[config.mk]
export PLATFORM = sky130hd
export DESIGN_NAME = ram_stream_reader
export DESIGN_NICKNAME = d
export VERILOG_FILES = /design/src/rtl/ram_stream_reader_pkg.sv /design/src/rtl/stream_skid_buffer.sv /design/src/rtl/ram_stream_reader.sv
export SDC_FILE = /design/constraint.sdc
export NUM_CORES = 1
export LEC_CHECK = 0
export ABC_CLOCK_PERIOD_IN_PS = 4600
export BUFFER_PORTS_ARGS = -buffer_cell sky130_fd_sc_hd__buf_2
export CAP_MARGIN = 20
export CORE_AREA = 2 2 91 93
export CTS_CLUSTER_DIAMETER = 120
export CTS_CLUSTER_SIZE = 20
export DETAILED_ROUTE_END_ITERATION = 12
export DIE_AREA = 0 0 93 95
export HOLD_SLACK_MARGIN = 0.1
export PLACE_DENSITY_LB_ADDON = 0.1
export SLEW_MARGIN = 20
export SYNTH_ARGS = -nofsm -noshare
export SYNTH_HDL_FRONTEND = slang
export SYNTH_HIERARCHICAL = 1
export SYNTH_SLANG_ARGS = --single-unit
[constraint.sdc]
create_clock -name clk -period 4.6 [get_ports clk]
set_input_delay 0 -clock clk [delete_from_list [all_inputs] [get_ports clk]]
set_output_delay 0 -clock clk [all_outputs]
set_load 0.02 [all_outputs]
[src/rtl/ram_stream_reader_pkg.sv]
// ram_stream_reader_pkg: shared types and constants for the RAM stream reader
package ram_stream_reader_pkg;
    typedef enum logic [1:0] {
        ST_IDLE   = 2'd0,
        ST_RUN    = 2'd1,
        ST_FINISH = 2'd2
    } state_t;
    localparam int SKID_DEPTH = 2;
endpackage

[src/rtl/stream_skid_buffer.sv]
// stream_skid_buffer: small FIFO that absorbs RAM read latency, head always at entry 0
module stream_skid_buffer #(
    parameter int DEPTH      = 2,
    parameter int DATA_WIDTH = 8
) (
    input  logic                         clk,
    input  logic                         reset,
    input  logic                         push,
    input  logic [DATA_WIDTH-1:0]        push_data,
    input  logic                         pop,
    output logic [DATA_WIDTH-1:0]        head,
    output logic [$clog2(DEPTH+1)-1:0]   occupancy
);
    localparam int CW = $clog2(DEPTH+1);
    logic [DATA_WIDTH-1:0] mem_q [DEPTH];
    logic [DATA_WIDTH-1:0] mem_d [DEPTH];
    logic [CW-1:0]         count_q, count_d;
    logic                  pop_ok;
    // shift down on pop, write the new word just above the surviving entries
    always_comb begin
        mem_d   = mem_q;
        pop_ok  = pop && (count_q != '0);
        count_d = count_q + CW'(push) - CW'(pop_ok);
        for (int i = 0; i < DEPTH; i++) begin
            if (pop_ok && i < DEPTH - 1) mem_d[i] = mem_q[i+1];
            if (push && i == int'(count_q - CW'(pop_ok))) mem_d[i] = push_data;
        end
    end
    // storage and occupancy registers, flushed to empty on reset
    always_ff @(posedge clk) begin
        if (reset) begin
            count_q <= '0;
            for (int i = 0; i < DEPTH; i++) mem_q[i] <= '0;
        end else begin
            count_q <= count_d;
            mem_q   <= mem_d;
        end
    end
    assign head      = mem_q[0];
    assign occupancy = count_q;
endmodule

[src/rtl/ram_stream_reader.sv]
// ram_stream_reader: reads a block of words from a 1-cycle RAM and streams them with backpressure
module ram_stream_reader
    import ram_stream_reader_pkg::*;
#(
    parameter int DATA_WIDTH = 8,
    parameter int ADDR_WIDTH = 12,
    parameter int LEN_WIDTH  = ADDR_WIDTH + 1
) (
    input  logic                  clk,
    input  logic                  reset,
    input  logic                  start,
    input  logic [ADDR_WIDTH-1:0] base_addr,
    input  logic [LEN_WIDTH-1:0]  length,
    output logic                  busy,
    output logic                  done,
    output logic [ADDR_WIDTH-1:0] ram_addr_r,
    input  logic [DATA_WIDTH-1:0] ram_data_out,
    output logic [DATA_WIDTH-1:0] m_data,
    output logic                  m_valid,
    input  logic                  m_ready,
    output logic                  m_last
);
    localparam int OW = $clog2(SKID_DEPTH+1);
    state_t                state_q, state_d;
    logic [ADDR_WIDTH-1:0] rd_ptr_q, rd_ptr_d;
    logic [LEN_WIDTH-1:0]  issue_left_q, issue_left_d;
    logic [LEN_WIDTH-1:0]  beat_left_q, beat_left_d;
    logic                  inflight_q, inflight_d;
    logic [OW-1:0]         occupancy;
    logic [2:0]            load;
    logic                  pop, issue;

    stream_skid_buffer #(
        .DEPTH      (SKID_DEPTH),
        .DATA_WIDTH (DATA_WIDTH)
    ) u_skid (
        .clk       (clk),
        .reset     (reset),
        .push      (inflight_q),
        .push_data (ram_data_out),
        .pop       (pop),
        .head      (m_data),
        .occupancy (occupancy)
    );

    assign m_valid    = occupancy != '0;
    assign pop        = m_valid && m_ready;
    assign m_last     = m_valid && (beat_left_q == LEN_WIDTH'(1));
    assign ram_addr_r = rd_ptr_q;
    // words already owed to the buffer (stored + arriving) must leave room for the new read
    assign load  = 3'(occupancy) + 3'(inflight_q);
    assign issue = (state_q == ST_RUN) && (issue_left_q != '0) && (load < 3'd2 + 3'(pop));

    // next-state, pointer/counter updates and status outputs
    always_comb begin
        state_d      = state_q;
        rd_ptr_d     = rd_ptr_q;
        issue_left_d = issue_left_q;
        beat_left_d  = beat_left_q;
        inflight_d   = issue;
        busy         = state_q == ST_RUN;
        done         = state_q == ST_FINISH;
        case (state_q)
            ST_IDLE: if (start) begin
                rd_ptr_d     = base_addr;
                issue_left_d = length;
                beat_left_d  = length;
                state_d      = (length == '0) ? ST_FINISH : ST_RUN;
            end
            ST_RUN: begin
                if (issue) begin
                    rd_ptr_d     = rd_ptr_q + ADDR_WIDTH'(1);
                    issue_left_d = issue_left_q - LEN_WIDTH'(1);
                end
                if (pop) begin
                    beat_left_d = beat_left_q - LEN_WIDTH'(1);
                    if (beat_left_q == LEN_WIDTH'(1)) state_d = ST_FINISH;
                end
            end
            default: state_d = ST_IDLE;
        endcase
    end

    // control registers; reset aborts any transfer without a done pulse
    always_ff @(posedge clk) begin
        if (reset) begin
            state_q      <= ST_IDLE;
            rd_ptr_q     <= '0;
            issue_left_q <= '0;
            beat_left_q  <= '0;
            inflight_q   <= 1'b0;
        end else begin
            state_q      <= state_d;
            rd_ptr_q     <= rd_ptr_d;
            issue_left_q <= issue_left_d;
            beat_left_q  <= beat_left_d;
            inflight_q   <= inflight_d;
        end
    end
endmodule

==> impl_metrics.py <==
metrics = {
    "clock_tree": {
        "insertion_delay_ns": 0.34,
        "tritoncts": "built",
        "ctsResizeCount": 0,
        "clock_path_buffers": 2,
        "htreeDepth": 3,
        "clock_sinks": 59,
        "cts_inserted_buffers": 9,
        "cts_root_buf": "clkbuf_8",
        "cts.clk_slew.worst_paths_ns": 0.07,
    },
    "sta": {
        "worstMarginPinSlew_ns": 0.962,
        "finalCritPeriodShare_pct": 66.3,
        "report.final.slew_viol_count": 0,
        "finalHoldViolCount": 0,
        "max_freq_ghz": 0.328,
        "worst_slack_ns": 1.55,
        "fin_tns_setup_ns": 0,
        "clock-skew-final_ns": 0.0102,
        "maxSlewHeadroom_pct": 35.7,
        "setup_violations": 0,
        "whs_ns": 0.117,
        "fin_crit_ns": 3.05,
        "rsz0062_at_grt": "false",
    },
    "worst_setup_path": {
        "cp.required_ns": 4.82,
        "crit_chain": "o21ai_1 -> inv_1 -> o21ai_2 -> inv_2 -> ha_1 -> ha_1 -> and4bb_1 -> mux2i_1 -> nor2_1 -> dlygate4sd3_1",
        "worst_setup_path_start_kind": "register",
        "slowest_stage": "dlygate4sd3_1",
        "critPathMaxStageDelay_ns": 0.55,
        "crit_buf_inv": 3,
        "end_kind": "register",
        "reg2reg_from": "u_skid/occupancy[0]$_SDFF_PP0_",
        "crit_top_cell": "ha_1",
        "worstPathArrival_ns": 3.27,
        "rr_worst_depth": 10,
        "cp_max_fo": 10,
        "path_class": "reg2reg",
        "r2r-end": "u_skid/mem_q[5]$_SDFFE_PP0P_",
        "r2r_slack_ns": 1.55,
        "crit_family": "buffers and inverters",
    },
    "grt": {
        "grt_pass1_vias": 3161,
        "grt_max_degree": 45,
        "grtUsageTotal_pct": 21.5,
        "grt_first_pass_wirelength_mm": 15.1,
        "grt-ovfl-total": 0,
        "antenna_found_initial": 0,
    },
    "detailed_routing": {
        "drc_errors": 0,
        "drt_iter0_drc": 161,
        "vias": 3427,
        "drt_wl_total_mm": 8.94,
        "firstDrtPassIters": 4,
        "wl_per_cell_um": 14.2,
        "vias_per_cell": 5.46,
        "ant_nets": 0,
    },
    "hold_path": {
        "worstHoldPathCells": 5,
        "hold_class": "in2reg",
        "whs_endpoint": "issue_left_q[12]$_SDFFE_PP0P_",
        "hp-start": "length[12]",
    },
    "synth": {
        "ys_types": 61,
        "synth_ff_type": "dfxtp_1",
        "synth_area_leaders": "dfxtp_1 34%, nor2_1 6.4%, a21oi_1 6.4%, nand2_1 6.2%, ha_1 4.0%",
        "yosys-top-cells-count": "59 x dfxtp_1, 59 x nor2_1, 57 x nand2_1, 44 x a21oi_1, 16 x o21ai_1",
        "ys_seq_area_share_pct": 34.3,
        "synth_edf_count": 0,
        "avgSynthCellArea_um2": 7.82,
        "synth_top_area_cell": "dfxtp_1",
        "synth-async-reset-ratio_pct": 0,
        "synth_top_area_share_pct": 34.3,
        "syn_nets": 489,
        "synth_cells": 441,
        "ys_seq_elements": 59,
        "syn_area_um2": 3450,
        "synth_warnings": 6,
    },
    "die": {
        "die_x_um": 93,
        "dieArea_um2": 8840,
        "die_height_um": 95,
        "start_util_pct": 43.5,
        "io-pin-count": 61,
        "rows": 33,
        "core-area_um2": 7930,
    },
    "placed_design": {
        "dpl.hpwl_mm": 5.91,
        "dp_cells": 574,
        "gp_congestion": 0.819,
        "pre_cts_slack_ns": 1.98,
        "port_buffers": 60,
    },
    "final_layout": {
        "final_cell_count_no_fill": 628,
        "syn_to_final_growth_pct": 23.9,
        "drive_gt1_share_pct": 18.4,
        "antenna_cells": 0,
        "final_nets": 566,
    },
    "power": {
        "power_density_nw_per_um2": 348,
        "static-leakage-power_nw": 1.72,
        "ir_drop_v": 0.000159,
    },
    "job": {
        "drv_cap": 0,
    },
    "outcome": {
        "outcome": "completed",
    },
}
[where the power goes]
part | leakage [nW] | internal, W | switching (W)
Sequential | 0.484 | 0.000560 | 0.0000535
Clock | 0.0950 | 0.000248 | 0.000221
Combinational | 1.14 | 0.000166 | 0.000238
[stage by stage]
step                      util, %  instance area, um2  total power (W)
after floorplan                 -                3450         0.000924
after global routing         53.9                4270          0.00158
after global placement       46.7                3700          0.00100
after CTS                    53.9                4270          0.00150
after detailed placement     46.7                3700          0.00101
final                        53.9                4270          0.00149
[tightest hold or removal path: stages]
cell     delay, ns
buf_2         0.08
nand2_1       0.09
o31ai_1       0.08
nand2_1       0.05
a21oi_1       0.10
[sequential cells by signal (all words and copies together) (netlist names)]
| register | flops |
|---|---|
| ram_addr_r | 12 |
| u_skid/mem_q | 8 |
| issue_left_q | 13 |
| u_skid/head | 8 |
| beat_left_q | 13 |
| state_q | 2 |
| u_skid/occupancy | 2 |
| inflight_q | 1 |
[metal layers]
metal / part of all wire, % / vias up / track usage [%] / wire (um)
li1: - / 1740 / - / -
met1: 46 / 1603 / 27.1 / 4120
met2: 48 / 75 / 36.0 / 4280
met3: 4.7 / 9 / 6.07 / 418
met4: 1.3 / 0 / 5.76 / 115
met5: 0 / - / 0 / 0
[cell families after synthesis]
logic type	Yosys count	synth area share, %
AO/OA/AOI/OAI	129	24.7
XOR/XNOR	5	1.27
adder cells (fa/ha/maj)	11	3.99
buffers and inverters	47	7.26
flip-flops	59	34.3
multiplexers	8	2.32
AND/OR/NAND/NOR	182	26.2
[what timing repair did]
item / 4_1_cts / 5_1_grt
buffers inserted: 0 / 0
hold endpoints to repair: 46 / 0
hold buffers: 38 / 0
[layout make-up]
type | instances | area, um2
flip-flops and latches | 59 | 1180
multi-input cells | 335 | 2020
well taps | 105 | 131
clock inverters | 7 | 68.8
clock buffers | 9 | 124
inverters | 12 | 45.0
fillers | 783 | 3660
repair buffers | 101 | 703
[cells in the final DEF, fill, tap and decap left out, drive strengths merged, types with 5 or more instances in the layout]
master | netlist | routed
a211oi | 8 | 8
a21oi | 45 | 45
a311oi | 12 | 12
a31oi | 5 | 5
buf | 24 | 63
clkbuf | 11 | 9
clkinv | 1 | 5
dfxtp | 59 | 59
dlygate4sd3 | 0 | 38
ha | 11 | 11
inv | 11 | 11
mux2i | 8 | 8
nand2 | 57 | 57
nand2b | 8 | 8
nand3 | 11 | 11
nor2 | 59 | 59
nor3 | 10 | 10
nor3b | 6 | 6
nor4 | 8 | 8
o21ai | 29 | 29
xnor2 | 5 | 5
[worst max-delay path by stage]
stage                                         from                           end  cells after the start
floorplan           u_skid/occupancy[0]$_SDFF_PP0_  u_skid/mem_q[0]$_SDFFE_PP0P_                     10
global placement           state_q[1]$_SDFFE_PP0P_   beat_left_q[4]$_SDFFE_PP0P_                      6
detailed placement         state_q[1]$_SDFFE_PP0P_   beat_left_q[4]$_SDFFE_PP0P_                      6
CTS                 u_skid/occupancy[0]$_SDFF_PP0_  u_skid/mem_q[5]$_SDFFE_PP0P_                     10
global route        u_skid/occupancy[0]$_SDFF_PP0_  u_skid/mem_q[0]$_SDFFE_PP0P_                     10
finish              u_skid/occupancy[0]$_SDFF_PP0_  u_skid/mem_q[5]$_SDFFE_PP0P_                     10
Note: power is estimated with default switching activity, not from simulation.
